## config.mk

```make
export PLATFORM = sky130hd
export DESIGN_NAME = heart_rate_ctrl_flat
export DESIGN_NICKNAME = d
export VERILOG_FILES = /design/src/rtl/heart_rate_ctrl_if.sv /design/src/rtl/heart_rate_ctrl.sv /design/src/flat_wrapper.sv
export SDC_FILE = /design/constraint.sdc
export NUM_CORES = 1
export LEC_CHECK = 0
export CAP_MARGIN = 20
export CORE_ASPECT_RATIO = 2
export CORE_MARGIN = 4
export CORE_UTILIZATION = 62
export DETAILED_ROUTE_END_ITERATION = 8
export PLACE_DENSITY = 0.92
export SETUP_SLACK_MARGIN = 0.4
export SKIP_LAST_GASP = 1
export SLEW_MARGIN = 40
export SYNTH_ARGS = -nofsm -noshare
export SYNTH_HDL_FRONTEND = slang
export SYNTH_SLANG_ARGS = --single-unit
```

## constraint.sdc

```tcl
create_clock -name clk -period 2.6 [get_ports clk]
set_input_delay 0.26 -clock clk [delete_from_list [all_inputs] [get_ports clk]]
set_output_delay 0.26 -clock clk [all_outputs]
set_load 0.01 [all_outputs]
```

## src/rtl/heart_rate_ctrl_if.sv

```systemverilog
// rtl/heart_rate_ctrl_if.sv - pulse input and BCD result bundle for heart_rate_ctrl
interface heart_rate_ctrl_if;
  logic       enable;
  logic       pulse;
  logic [3:0] thousands;
  logic [3:0] hundreds;
  logic [3:0] tens;
  logic [3:0] ones;
  logic       bpm_valid;
  logic       over_range;
  logic       busy;
  logic       overrun;

  modport master (
    output enable, pulse,
    input  thousands, hundreds, tens, ones, bpm_valid, over_range, busy, overrun
  );

  modport slave (
    input  enable, pulse,
    output thousands, hundreds, tens, ones, bpm_valid, over_range, busy, overrun
  );
endinterface

```

## src/rtl/heart_rate_ctrl.sv

```systemverilog
// rtl/heart_rate_ctrl.sv - windowed pulse counter, BPM scaling and serial BCD conversion
// Optional macro PULSE_SYNC_EN adds a 2-flop synchronizer on pulse.
module heart_rate_ctrl #(
  parameter int WINDOW_CYCLES = 32,
  parameter int SCALE         = 4,
  parameter int CNT_W         = 8
) (
  input logic             clk,
  input logic             rst,
  heart_rate_ctrl_if.slave bus
);

  localparam int WIN_W   = $clog2(WINDOW_CYCLES);
  localparam int PROD_W  = CNT_W + $clog2(SCALE + 1);
  localparam int CMP_W   = (PROD_W > 14) ? PROD_W : 14;
  localparam logic [CNT_W-1:0] CNT_MAX = '1;

  if (WINDOW_CYCLES < 20) begin : g_bad_window
    $error("heart_rate_ctrl: WINDOW_CYCLES must be >= 20");
  end
  if (SCALE < 1) begin : g_bad_scale
    $error("heart_rate_ctrl: SCALE must be >= 1");
  end

  typedef enum logic [1:0] {S_IDLE, S_LOAD, S_SHIFT, S_DONE} state_t;

  logic pulse_s;
`ifdef PULSE_SYNC_EN
  logic [1:0] sync_q;
  always_ff @(posedge clk) begin
    if (!rst) sync_q <= '0;
    else      sync_q <= {sync_q[0], bus.pulse};
  end
  assign pulse_s = sync_q[1];
`else
  assign pulse_s = bus.pulse;
`endif

  logic             pulse_q;
  logic [WIN_W-1:0] win_cnt_q, win_cnt_d;
  logic [CNT_W-1:0] pulse_cnt_q, pulse_cnt_d, cnt_plus;
  logic [CNT_W-1:0] raw_q, raw_d;
  logic             rise, tick;

  assign rise     = pulse_s & ~pulse_q;
  assign tick     = bus.enable && (win_cnt_q == WIN_W'(WINDOW_CYCLES - 1));
  assign cnt_plus = (rise && (pulse_cnt_q != CNT_MAX)) ? pulse_cnt_q + 1'b1 : pulse_cnt_q;

  state_t      state_q, state_d;
  logic [3:0]  shift_cnt_q, shift_cnt_d;
  logic [13:0] bin_q, bin_d;
  logic [15:0] bcd_q, bcd_d, bcd_adj;
  logic        sat_q, sat_d;
  logic [15:0] digits_q, digits_d;
  logic        over_q, over_d;
  logic        valid_q, valid_d;
  logic        overrun_q, overrun_d;
  logic [CMP_W-1:0] prod;

  function automatic logic [3:0] add3(input logic [3:0] nib);
    return (nib >= 4'd5) ? nib + 4'd3 : nib;
  endfunction

  assign prod    = CMP_W'(raw_q) * CMP_W'(SCALE);
  assign bcd_adj = {add3(bcd_q[15:12]), add3(bcd_q[11:8]), add3(bcd_q[7:4]), add3(bcd_q[3:0])};

  always_comb begin
    win_cnt_d   = win_cnt_q;
    pulse_cnt_d = pulse_cnt_q;
    raw_d       = raw_q;
    overrun_d   = 1'b0;
    if (!bus.enable) begin
      win_cnt_d   = '0;
      pulse_cnt_d = '0;
    end else if (tick) begin
      win_cnt_d   = '0;
      pulse_cnt_d = '0;
      // A tick that lands while a conversion is in flight drops its count.
      if (state_q == S_IDLE) raw_d = cnt_plus;
      else                   overrun_d = 1'b1;
    end else begin
      win_cnt_d   = win_cnt_q + 1'b1;
      pulse_cnt_d = cnt_plus;
    end
  end

  always_comb begin
    state_d     = state_q;
    shift_cnt_d = shift_cnt_q;
    bin_d       = bin_q;
    bcd_d       = bcd_q;
    sat_d       = sat_q;
    digits_d    = digits_q;
    over_d      = over_q;
    valid_d     = 1'b0;
    case (state_q)
      S_IDLE: begin
        if (tick) state_d = S_LOAD;
      end
      S_LOAD: begin
        sat_d       = (prod > CMP_W'(9999));
        bin_d       = sat_d ? 14'd9999 : prod[13:0];
        bcd_d       = '0;
        shift_cnt_d = '0;
        state_d     = S_SHIFT;
      end
      S_SHIFT: begin
        bcd_d       = {bcd_adj[14:0], bin_q[13]};
        bin_d       = {bin_q[12:0], 1'b0};
        shift_cnt_d = shift_cnt_q + 1'b1;
        if (shift_cnt_q == 4'd13) state_d = S_DONE;
      end
      S_DONE: begin
        digits_d = bcd_q;
        over_d   = sat_q;
        valid_d  = 1'b1;
        state_d  = S_IDLE;
      end
      default: state_d = S_IDLE;
    endcase
  end

  always_ff @(posedge clk) begin
    if (!rst) begin
      pulse_q     <= 1'b0;
      win_cnt_q   <= '0;
      pulse_cnt_q <= '0;
      raw_q       <= '0;
      state_q     <= S_IDLE;
      shift_cnt_q <= '0;
      bin_q       <= '0;
      bcd_q       <= '0;
      sat_q       <= 1'b0;
      digits_q    <= '0;
      over_q      <= 1'b0;
      valid_q     <= 1'b0;
      overrun_q   <= 1'b0;
    end else begin
      pulse_q     <= pulse_s;
      win_cnt_q   <= win_cnt_d;
      pulse_cnt_q <= pulse_cnt_d;
      raw_q       <= raw_d;
      state_q     <= state_d;
      shift_cnt_q <= shift_cnt_d;
      bin_q       <= bin_d;
      bcd_q       <= bcd_d;
      sat_q       <= sat_d;
      digits_q    <= digits_d;
      over_q      <= over_d;
      valid_q     <= valid_d;
      overrun_q   <= overrun_d;
    end
  end

  assign bus.thousands  = digits_q[15:12];
  assign bus.hundreds   = digits_q[11:8];
  assign bus.tens       = digits_q[7:4];
  assign bus.ones       = digits_q[3:0];
  assign bus.bpm_valid  = valid_q;
  assign bus.over_range = over_q;
  assign bus.busy       = (state_q != S_IDLE);
  assign bus.overrun    = overrun_q;

endmodule

```

## src/flat_wrapper.sv

```systemverilog
// flat-port wrapper written by rule: the top's interface ports become plain ports
module heart_rate_ctrl_flat 
#(
  parameter int WINDOW_CYCLES = 32,
  parameter int SCALE         = 4,
  parameter int CNT_W         = 8
)
  (clk, rst, bus_enable, bus_pulse, bus_thousands, bus_hundreds, bus_tens, bus_ones, bus_bpm_valid, bus_over_range, bus_busy, bus_overrun);
  heart_rate_ctrl_if bus_i ();
  input logic clk;
  input logic rst;
  input wire logic [$bits(bus_i.enable)-1:0] bus_enable;
  input wire logic [$bits(bus_i.pulse)-1:0] bus_pulse;
  output wire logic [$bits(bus_i.thousands)-1:0] bus_thousands;
  output wire logic [$bits(bus_i.hundreds)-1:0] bus_hundreds;
  output wire logic [$bits(bus_i.tens)-1:0] bus_tens;
  output wire logic [$bits(bus_i.ones)-1:0] bus_ones;
  output wire logic [$bits(bus_i.bpm_valid)-1:0] bus_bpm_valid;
  output wire logic [$bits(bus_i.over_range)-1:0] bus_over_range;
  output wire logic [$bits(bus_i.busy)-1:0] bus_busy;
  output wire logic [$bits(bus_i.overrun)-1:0] bus_overrun;
  assign bus_i.enable = bus_enable;
  assign bus_i.pulse = bus_pulse;
  assign bus_thousands = bus_i.thousands;
  assign bus_hundreds = bus_i.hundreds;
  assign bus_tens = bus_i.tens;
  assign bus_ones = bus_i.ones;
  assign bus_bpm_valid = bus_i.bpm_valid;
  assign bus_over_range = bus_i.over_range;
  assign bus_busy = bus_i.busy;
  assign bus_overrun = bus_i.overrun;
  heart_rate_ctrl #(.WINDOW_CYCLES(WINDOW_CYCLES), .SCALE(SCALE), .CNT_W(CNT_W)) u_core (.clk(clk), .rst(rst), .bus(bus_i));
endmodule
```

After elaboration in Yosys (flattened, before gate mapping)
Index checks and enable logic that the tools add are counted. Widths: inputs -> output; s select.

Bits in registers: 78. Input port bits: 4. Output and inout bits: 20. Word-level logic and storage cells: 60.

$add $sub $neg: 7. $lt $le $gt $ge: 5. Eq/ne operators: 8. Mux-type cells: 14. Bitwise operators: 4. Reductions and logical operators: 9.

Operators by type and width (number): $pmux 16 s2 (1); $pmux 14 s2 (1); $ge 4x3->1 const B (4); $gt 10x14->1 const B (1); $mux 14 (1); $add 4x2->4 const B (3); $mux 4 (3); $add 8x1->8 const B (1); $mux 8 (1); $ne 8x8->1 const B (1); $pmux 2 s4 (1); $pmux 4 s2 (1); $reduce_and 3->1 (2); $add 5x1->5 const B (1); $eq 5x5->1 const B (1); $add 4x1->4 const B (1); $eq 2x2->1 const B (2); $eq 4x4->1 const B (1); $mux 2 (2); $ne 2x1->1 const B (2); $reduce_bool 2->1 (2); $add 3x2->3 const B (1); $mux 3 (1); $not 1->1 (3); other kinds (7) (9).

Logic depth before layout (Yosys ltp)
Gate-level depths: netlist (run 1).

Word-level depth: 4. Mapped depth: 8. Mapped depth without buffers: 7.

Worst setup path after synthesis (run 1)
Ideal clock, no wire load.

Path type: reg2reg. Start point: register u_core.win_cnt_q[0]. End point: register u_core.raw_q[5]. Library setup time: 0.118 ns. Arrival time: 1.463 ns. Required time: 2.482 ns. Setup slack: 1.019 ns. Cell stages (with the launch flop): 7. Buffers on the path: 0. Clock period less this slack: 1.581 ns. Path through: dfxtp_1 ha_1 and3_1 ha_1 nand2_1 or4_1 o2111a_1.

Word-level cells in the longest chain between the ends: 3.

Ends and longest elaborated chain: start: declaration (RTL line heart_rate_ctrl.sv:40) `logic [WIN_W-1:0] win_cnt_q, win_cnt_d;`; start signal: assignment (RTL line heart_rate_ctrl.sv:140) `win_cnt_q <= win_cnt_d;`; $eq 5x5->1 (RTL line heart_rate_ctrl.sv:46) `assign tick = bus.enable && (win_cnt_q == WIN_W'(WINDOW_CYCLES - 1));`; $logic_and 1x1->1 (RTL line heart_rate_ctrl.sv:46); $reduce_and 3->1 (no line); end signal: assignment (RTL line heart_rate_ctrl.sv:142) `raw_q <= raw_d;`; end: declaration (RTL line heart_rate_ctrl.sv:42) `logic [CNT_W-1:0] raw_q, raw_d;`.

Every way passes these cells. A chain may end at the register's enable or synchronous reset.

Worst setup path after layout (run 1)
Start point: register u_core.state_q[1]. End point: output bus_busy.

Word-level cells in the longest chain between the ends: 1.

Ends and longest elaborated chain: start: declaration (RTL line heart_rate_ctrl.sv:49) `state_t state_q, state_d;`; start signal: assignment (RTL line heart_rate_ctrl.sv:143) `state_q <= state_d;`; $reduce_bool 2->1 (RTL line heart_rate_ctrl.sv:161) `assign bus.busy = (state_q != S_IDLE);`; end: declaration (RTL line flat_wrapper.sv:20) `output wire logic [$bits(bus_i.busy)-1:0] bus_busy;`.

Every way passes these cells.

==> flow_summary_export.csv, run 1 <==
group,metric,value,unit
setup_path,crit_chain,"inv_1 -> ha_1 -> inv_2 -> clkdlybuf4s50_1",
global_route,antenna_found_initial,0,
power_and_ir_drop,p_total,0.00224,W
synthesis,yosys_register_bits,74,
synthesis,yosysUniqueCellTypes,46,
clocking,clock_path_buffers,2,
cells_and_area,antennaDiodeCount,0,
sta,holdWs,461,ps
clocking,cts-root-buf,"clkbuf_8",
drt,dr.pass1.iters,4,
power_and_ir_drop,p_leak,1.30,nW
cells_and_area,stdcell_count,436,
clocking,cts_tree,"built",
sta,skew,8.22,ps
floorplanning,die-height,111,um
power_and_ir_drop,p_sw_frac,0.193,
global_route,grt_max_degree,34,
floorplanning,die-width,59.3,um
clocking,clock-sinks,74,
setup_path,slowest_stage,"clkdlybuf4s50_1",
sta,finalHoldViolations,0,
global_route,grt-ovfl-total,0,
clocking,clkLatencyLatePin,350,ps
power_and_ir_drop,power_frac_comb,0.019,
setup_path,slowest_delay,530,ps
cells_and_area,area_growth,14.9,%
placement,post-dp-hpwl,4550,um
sta,setup_viol,0,
cells_and_area,stdcell_area,0.00375,mm2
synthesis,yosys_warnings,0,
setup_path,critPathLaunchType,"flip-flop",
power_and_ir_drop,ir_drop,0.000486,V
power_and_ir_drop,power_switching,0.000431,W
setup_path,path_max_fanout,4,
power_and_ir_drop,seq_power_share,0.509,
floorplanning,core,0.00514,mm2
sta,clock.fmax,528,MHz
sta,period_share,0.729,
synthesis,avgSynthCellArea,9.27,um2
cells_and_area,fin_nets,395,
setup_path,crit_family,"buffers and inverters",
power_and_ir_drop,power_density,596,mW/mm2
drt,detail-route-antenna-nets,0,
drt,wl_per_cell,14.4,um
clocking,cts_setup_buffers,0,
clocking,cts_made_buffers,9,
clocking,cts_resized,0,
global_route,grt_pass1_wl,10800,um
sta,worst_pin_slew,573,ps
sta,slew_violations,0,
drt,drc,0,
setup_path,crit_buf_inv,3,
floorplanning,start_util,0.635,
job,maxCapViolCount,0,
global_route,grt_use_total,0.213,
synthesis,synth_area,0.00326,mm2
setup_path,path_class,"flip-flop to output pin",
global_route,first_global_vias,2531,
sta,min_period,1890,ps
synthesis,synthArstFlopShare,0,
synthesis,synth_edf_count,0,
cells_and_area,drive_gt1_frac,0.0847,
worst_hold_path,hp-class,"flip-flop to flip-flop",
floorplanning,row_count,37,
placement,place_inst,421,
synthesis,synth.yosys.seq_area_share,0.454,
clocking,path_clk_slew,70,ps
sta,rsz0062_at_grt,"false",
cells_and_area,final_common_cell,"dfxtp_1",
sta,max_slew_margin,0.617,
clocking,ctsHoldBuffers,0,
power_and_ir_drop,clkPwrFrac,0.472,
floorplanning,fp.dieArea,0.00656,mm2
power_and_ir_drop,p_int,0.00181,W
synthesis,synth_cells,352,
placement,dpl-instance-area,0.00351,mm2
setup_path,cp.required,2340,ps
placement,gp_congestion,0.840,
setup_path,cp-end-kind,"output pin",
run_status,status,"finished, final reports clean",
synthesis,synth_nets,373,
setup_path,crit_arrival,1630,ps
placement,port_buffers,22,
clocking,h-tree-depth,3,
sta,setup-tns-final,0,ps
floorplanning,boundaryPins,24,
drt,initialDrtViolationCount,91,
drt,vias,2494,
synthesis,synthFlopType,"dfxtp_1",
drt,routed_wl,6290,um
cells_and_area,final_cell_mix,"dfxtp_1, nor2_1, mux2i_1, nand2_1, clkdlybuf4s50_1",
drt,vias_per_cell,5.72,
-- final cells by class --
class | instances | area, um2
multi-input cells | 243 | 1620
flip-flops and latches | 74 | 1480
fillers | 370 | 1390
repair buffers | 29 | 273
clock buffers | 10 | 138
clock inverters | 5 | 103
well taps | 58 | 72.6
inverters | 17 | 63.8
-- per-stage QoR --
step / utilization / worst slack, ps
final: 0.730 / 706
after CTS: 0.730 / 675
after global routing: 0.730 / 602
after global placement: 0.683 / 859
after floorplan: - / 1020
after detailed placement: 0.683 / 797
-- worst register-to-register path: stages, from the launching register on --
cell and delay (ps):
dfxtp_1 360, ha_1 180, and3_1 160, ha_1 180, nand2_1 80, nor2_1 90
buf_4 180, nand2_1 140, o32ai_1 310
-- registers in the layout, indices dropped and copies added, names as in the netlist --
signal	count
u_core.win_cnt_q	5
u_core.pulse_q	1
u_core.bcd_q	16
u_core.bus.bpm_valid	1
u_core.pulse_cnt_q	8
u_core.shift_cnt_q	4
u_core.raw_q	8
u_core.bin_q	12
u_core.digits_q	16
u_core.state_q	2
u_core.bus.overrun	1
-- metal layers --
metal | global-route usage | wire length [um] | vias up
li1 | - | - | 1254
met1 | 0.194 | 2410 | 1188
met2 | 0.394 | 3520 | 38
met3 | 0.0585 | 177 | 14
met4 | 0.110 | 177 | 0
met5 | 0 | 0 | -
-- power groups by stage --
stage                     Sequential [W]  Clock, W  Combinational [W]
final                            0.00114   0.00106          0.0000416
after global routing             0.00114   0.00112          0.0000465
after CTS                        0.00114   0.00108          0.0000415
after detailed placement         0.00117         0          0.0000414
after global placement           0.00116         0          0.0000409
after floorplan                  0.00116         0          0.0000296
-- cells in the mapped netlist, types with 5 or more instances --
cell,n,area [um2]
nor3_1,5,25.0
o21ai_0,13,65.1
a21oi_1,16,80.1
buf_2,7,35.0
nand3_1,12,60.1
nor2_1,47,176
and2_1,5,31.3
clkbuf_1,6,22.5
inv_1,15,56.3
nand2b_1,13,81.3
xor2_1,5,43.8
mux2i_1,29,290
nand2_1,23,86.3
xnor2_1,5,43.8
ha_1,17,213
a211oi_1,8,60.1
dfxtp_1,74,1480
-- path summary, 6_finish.rpt --
| path | cells past startpoint | slack (ps) | startpoint | end |
|---|---|---|---|---|
| setup / recovery | 4 | 710 | u_core.state_q[1] | bus_busy |
| hold / removal | 1 | 460 | u_core.win_cnt_q[0] | u_core.win_cnt_q[0] |
| setup reg to reg | 8 | 810 | u_core.win_cnt_q[0] | u_core.raw_q[7] |
| hold reg to reg | 1 | 460 | u_core.win_cnt_q[0] | u_core.win_cnt_q[0] |
-- cells by family after synthesis --
kind of cell             synth area share
multiplexers                        0.103
buffers and inverters              0.0498
AO/OA/AOI/OAI                       0.122
XOR/XNOR                           0.0268
adder cells (fa/ha/maj)            0.0652
AND/OR/NAND/NOR                     0.178
other                             0.00115
flip-flops                          0.454
No activity file was read; power rests on OpenSTA's default activity.
==> inputs of run 2 (changes only) <==
--- a/config.mk
+++ b/config.mk
@@ -8,9 +8,9 @@
 export CAP_MARGIN = 20
 export CORE_ASPECT_RATIO = 2
 export CORE_MARGIN = 4
-export CORE_UTILIZATION = 62
+export CORE_UTILIZATION = 52
 export DETAILED_ROUTE_END_ITERATION = 8
-export PLACE_DENSITY = 0.92
+export PLACE_DENSITY = 0.83
 export SETUP_SLACK_MARGIN = 0.4
 export SKIP_LAST_GASP = 1
 export SLEW_MARGIN = 40
==> constraint.sdc (replaced) <==
create_clock -name clk -period 1.54 [get_ports clk]
set_input_delay 0.154 -clock clk [delete_from_list [all_inputs] [get_ports clk]]
set_output_delay 0.154 -clock clk [all_outputs]
set_load 0.01 [all_outputs]
==> run 2 against run 1 <==
Effect of this change:
- the flow now finishes with violations (negative setup slack)
- clock skew is 1.5 ps lower
- flip-flop and latch count stayed put
- critical path depth is 2 higher
- setup slack worse by 780 ps
- via count is 4.5% higher
- largest cell class unchanged
- highest routed layer unchanged
==> flow_summary_export.csv, run 2 (same netlist as run 1, synthesis figures left out) <==
group,metric,value,unit
run_status,status,"finished, violations left",
run_status,violations,"negative setup slack",
sta,holdWs,343,ps
sta,rsz0062_at_grt,"true",
drt,vias_per_cell,5.43,
sta,period_share,1.05,
setup_path,r2r_start,"u_core.win_cnt_q[1]",
clocking,clock_path_buffers,2,
setup_path,critPathLaunchType,"flip-flop",
sta,clock.fmax,621,MHz
placement,post-dp-hpwl,5130,um
clocking,clkLatencyLatePin,340,ps
sta,min_period,1610,ps
global_route,grt_pass1_wl,12000,um
sta,slew_violations,0,
floorplanning,die-width,64.0,um
sta,setup_viol,3,
power_and_ir_drop,p_leak,1.61,nW
sta,setup_ws,-70.5,ps
clocking,cts_made_buffers,9,
drt,drc,0,
power_and_ir_drop,power_density,888,mW/mm2
drt,initialDrtViolationCount,139,
worst_hold_path,hp-class,"input pin to flip-flop",
job,maxCapViolCount,0,
floorplanning,boundaryPins,24,
floorplanning,die-height,120,um
floorplanning,core,0.00606,mm2
cells_and_area,antennaDiodeCount,0,
placement,port_buffers,22,
drt,wl_per_cell,15.7,um
power_and_ir_drop,p_total,0.00390,W
setup_path,path_class,"flip-flop to flip-flop",
placement,gp_congestion,0.811,
power_and_ir_drop,ir_drop,0.000656,V
global_route,antenna_found_initial,0,
floorplanning,row_count,40,
global_route,first_global_vias,2718,
clocking,cts_tree,"built",
clocking,h-tree-depth,3,
clocking,path_clk_slew,50,ps
setup_path,startpoint,"u_core.win_cnt_q[1]",
floorplanning,start_util,0.539,
cells_and_area,reg_top3,"u_core.bcd_q x16, u_core.digits_q x16, u_core.bin_q x12",
sta,skew,6.75,ps
setup_path,path_max_fanout,3,
setup_path,cp-end-kind,"flip-flop",
cells_and_area,stdcell_area,0.00440,mm2
cells_and_area,area_growth,34.8,%
floorplanning,fp.dieArea,0.00768,mm2
drt,routed_wl,7550,um
sta,finalHoldViolations,0,
drt,dr.pass1.iters,4,
global_route,grt-ovfl-total,0,
drt,vias,2607,
global_route,grt_max_degree,38,
clocking,ctsHoldBuffers,0,
cells_and_area,drive_gt1_frac,0.295,
cells_and_area,fill_cells,426,
clocking,cts-root-buf,"clkbuf_16",
cells_and_area,final_common_cell,"dfxtp_1",
cells_and_area,fin_nets,412,
cells_and_area,final_cell_mix,"dfxtp_1, nor2_1, mux2i_1, nand2_1, dlygate4sd2_1",
sta,setup-tns-final,-120,ps
setup_path,cp.required,1770,ps
drt,detail-route-antenna-nets,0,
placement,dpl-instance-area,0.00390,mm2
setup_path,crit_arrival,1840,ps
worst_hold_path,hold_start,"rst",
cells_and_area,utilization,0.726,
clocking,clock-sinks,74,
global_route,grt_use_total,0.202,
## run 2: cell types whose count changed in the layout (fill, tap and decap cells not counted), moves of 11 or more
cell and change:
dfxtp_1 -16, nor2_1 -12, dfxtp_2 +13, dlygate4sd2_1 +18
ha_1 -11, clkdlybuf4s50_1 -20
## run 2: area by class of cell
class,instances,area [um2],area share
clock buffer,13,250,0.0569
clock inverter,3,15.0,0.00341
inverter,17,70.1,0.0159
multi-input combinational,243,2020,0.458
sequential,74,1510,0.343
tap,84,105,0.0239
timing repair buffer,46,433,0.0984
## run 2: worst paths after layout
| path | end | slack (ps) | cells past startpoint |
|---|---|---|---|
| worst min register to register | u_core.bin_q[2] | 470 | 2 |
| worst max register to register | u_core.raw_q[5] | -70 | 6 |
| worst max-delay path | u_core.raw_q[5] | -70 | 6 |
| worst min-delay path | u_core.bcd_q[4] | 340 | 3 |
## run 2: repair_timing
action	CTS	global route
cloned	0	1
gates resized for setup	37	38
endpoints found under the setup margin	75	73
setup buffers	0	5
pin swaps	2	3
## run 2: critical path, cell delays in order, from the launching register on
cell	delay, ps
dfxtp_2	350
ha_4	140
and3_4	190
ha_4	140
nand2_4	60
or4_1	490
o2111a_1	130
## run 2: layer usage
layer | wire [um] | part of all wire | global-route usage | vias up
met2 | 4360 | 0.58 | 0.393 | 36
met4 | 351 | 0.047 | 0.114 | 0
li1 | - | - | - | 1293
met3 | 167 | 0.022 | 0.0534 | 28
met1 | 2670 | 0.35 | 0.176 | 1250
met5 | 0 | 0 | 0 | -
## run 2: power by group
group | leakage, nW | internal (W) | switching (W)
clock network | 0.133 | 0.00113 | 0.000736
logic | 0.876 | 0.0000455 | 0.0000723
registers | 0.605 | 0.00192 | 0.00000606
total | 1.61 | 0.00309 | 0.000815
## run 2: per-stage QoR
step           cells  setup slack [ps]
4_1_cts          474             -42.8
3_3_place_gp     458              17.3
5_1_grt          480             -98.9
6_report         480             -70.5
2_1_floorplan    352              30.5
3_5_place_dp     458             -89.0
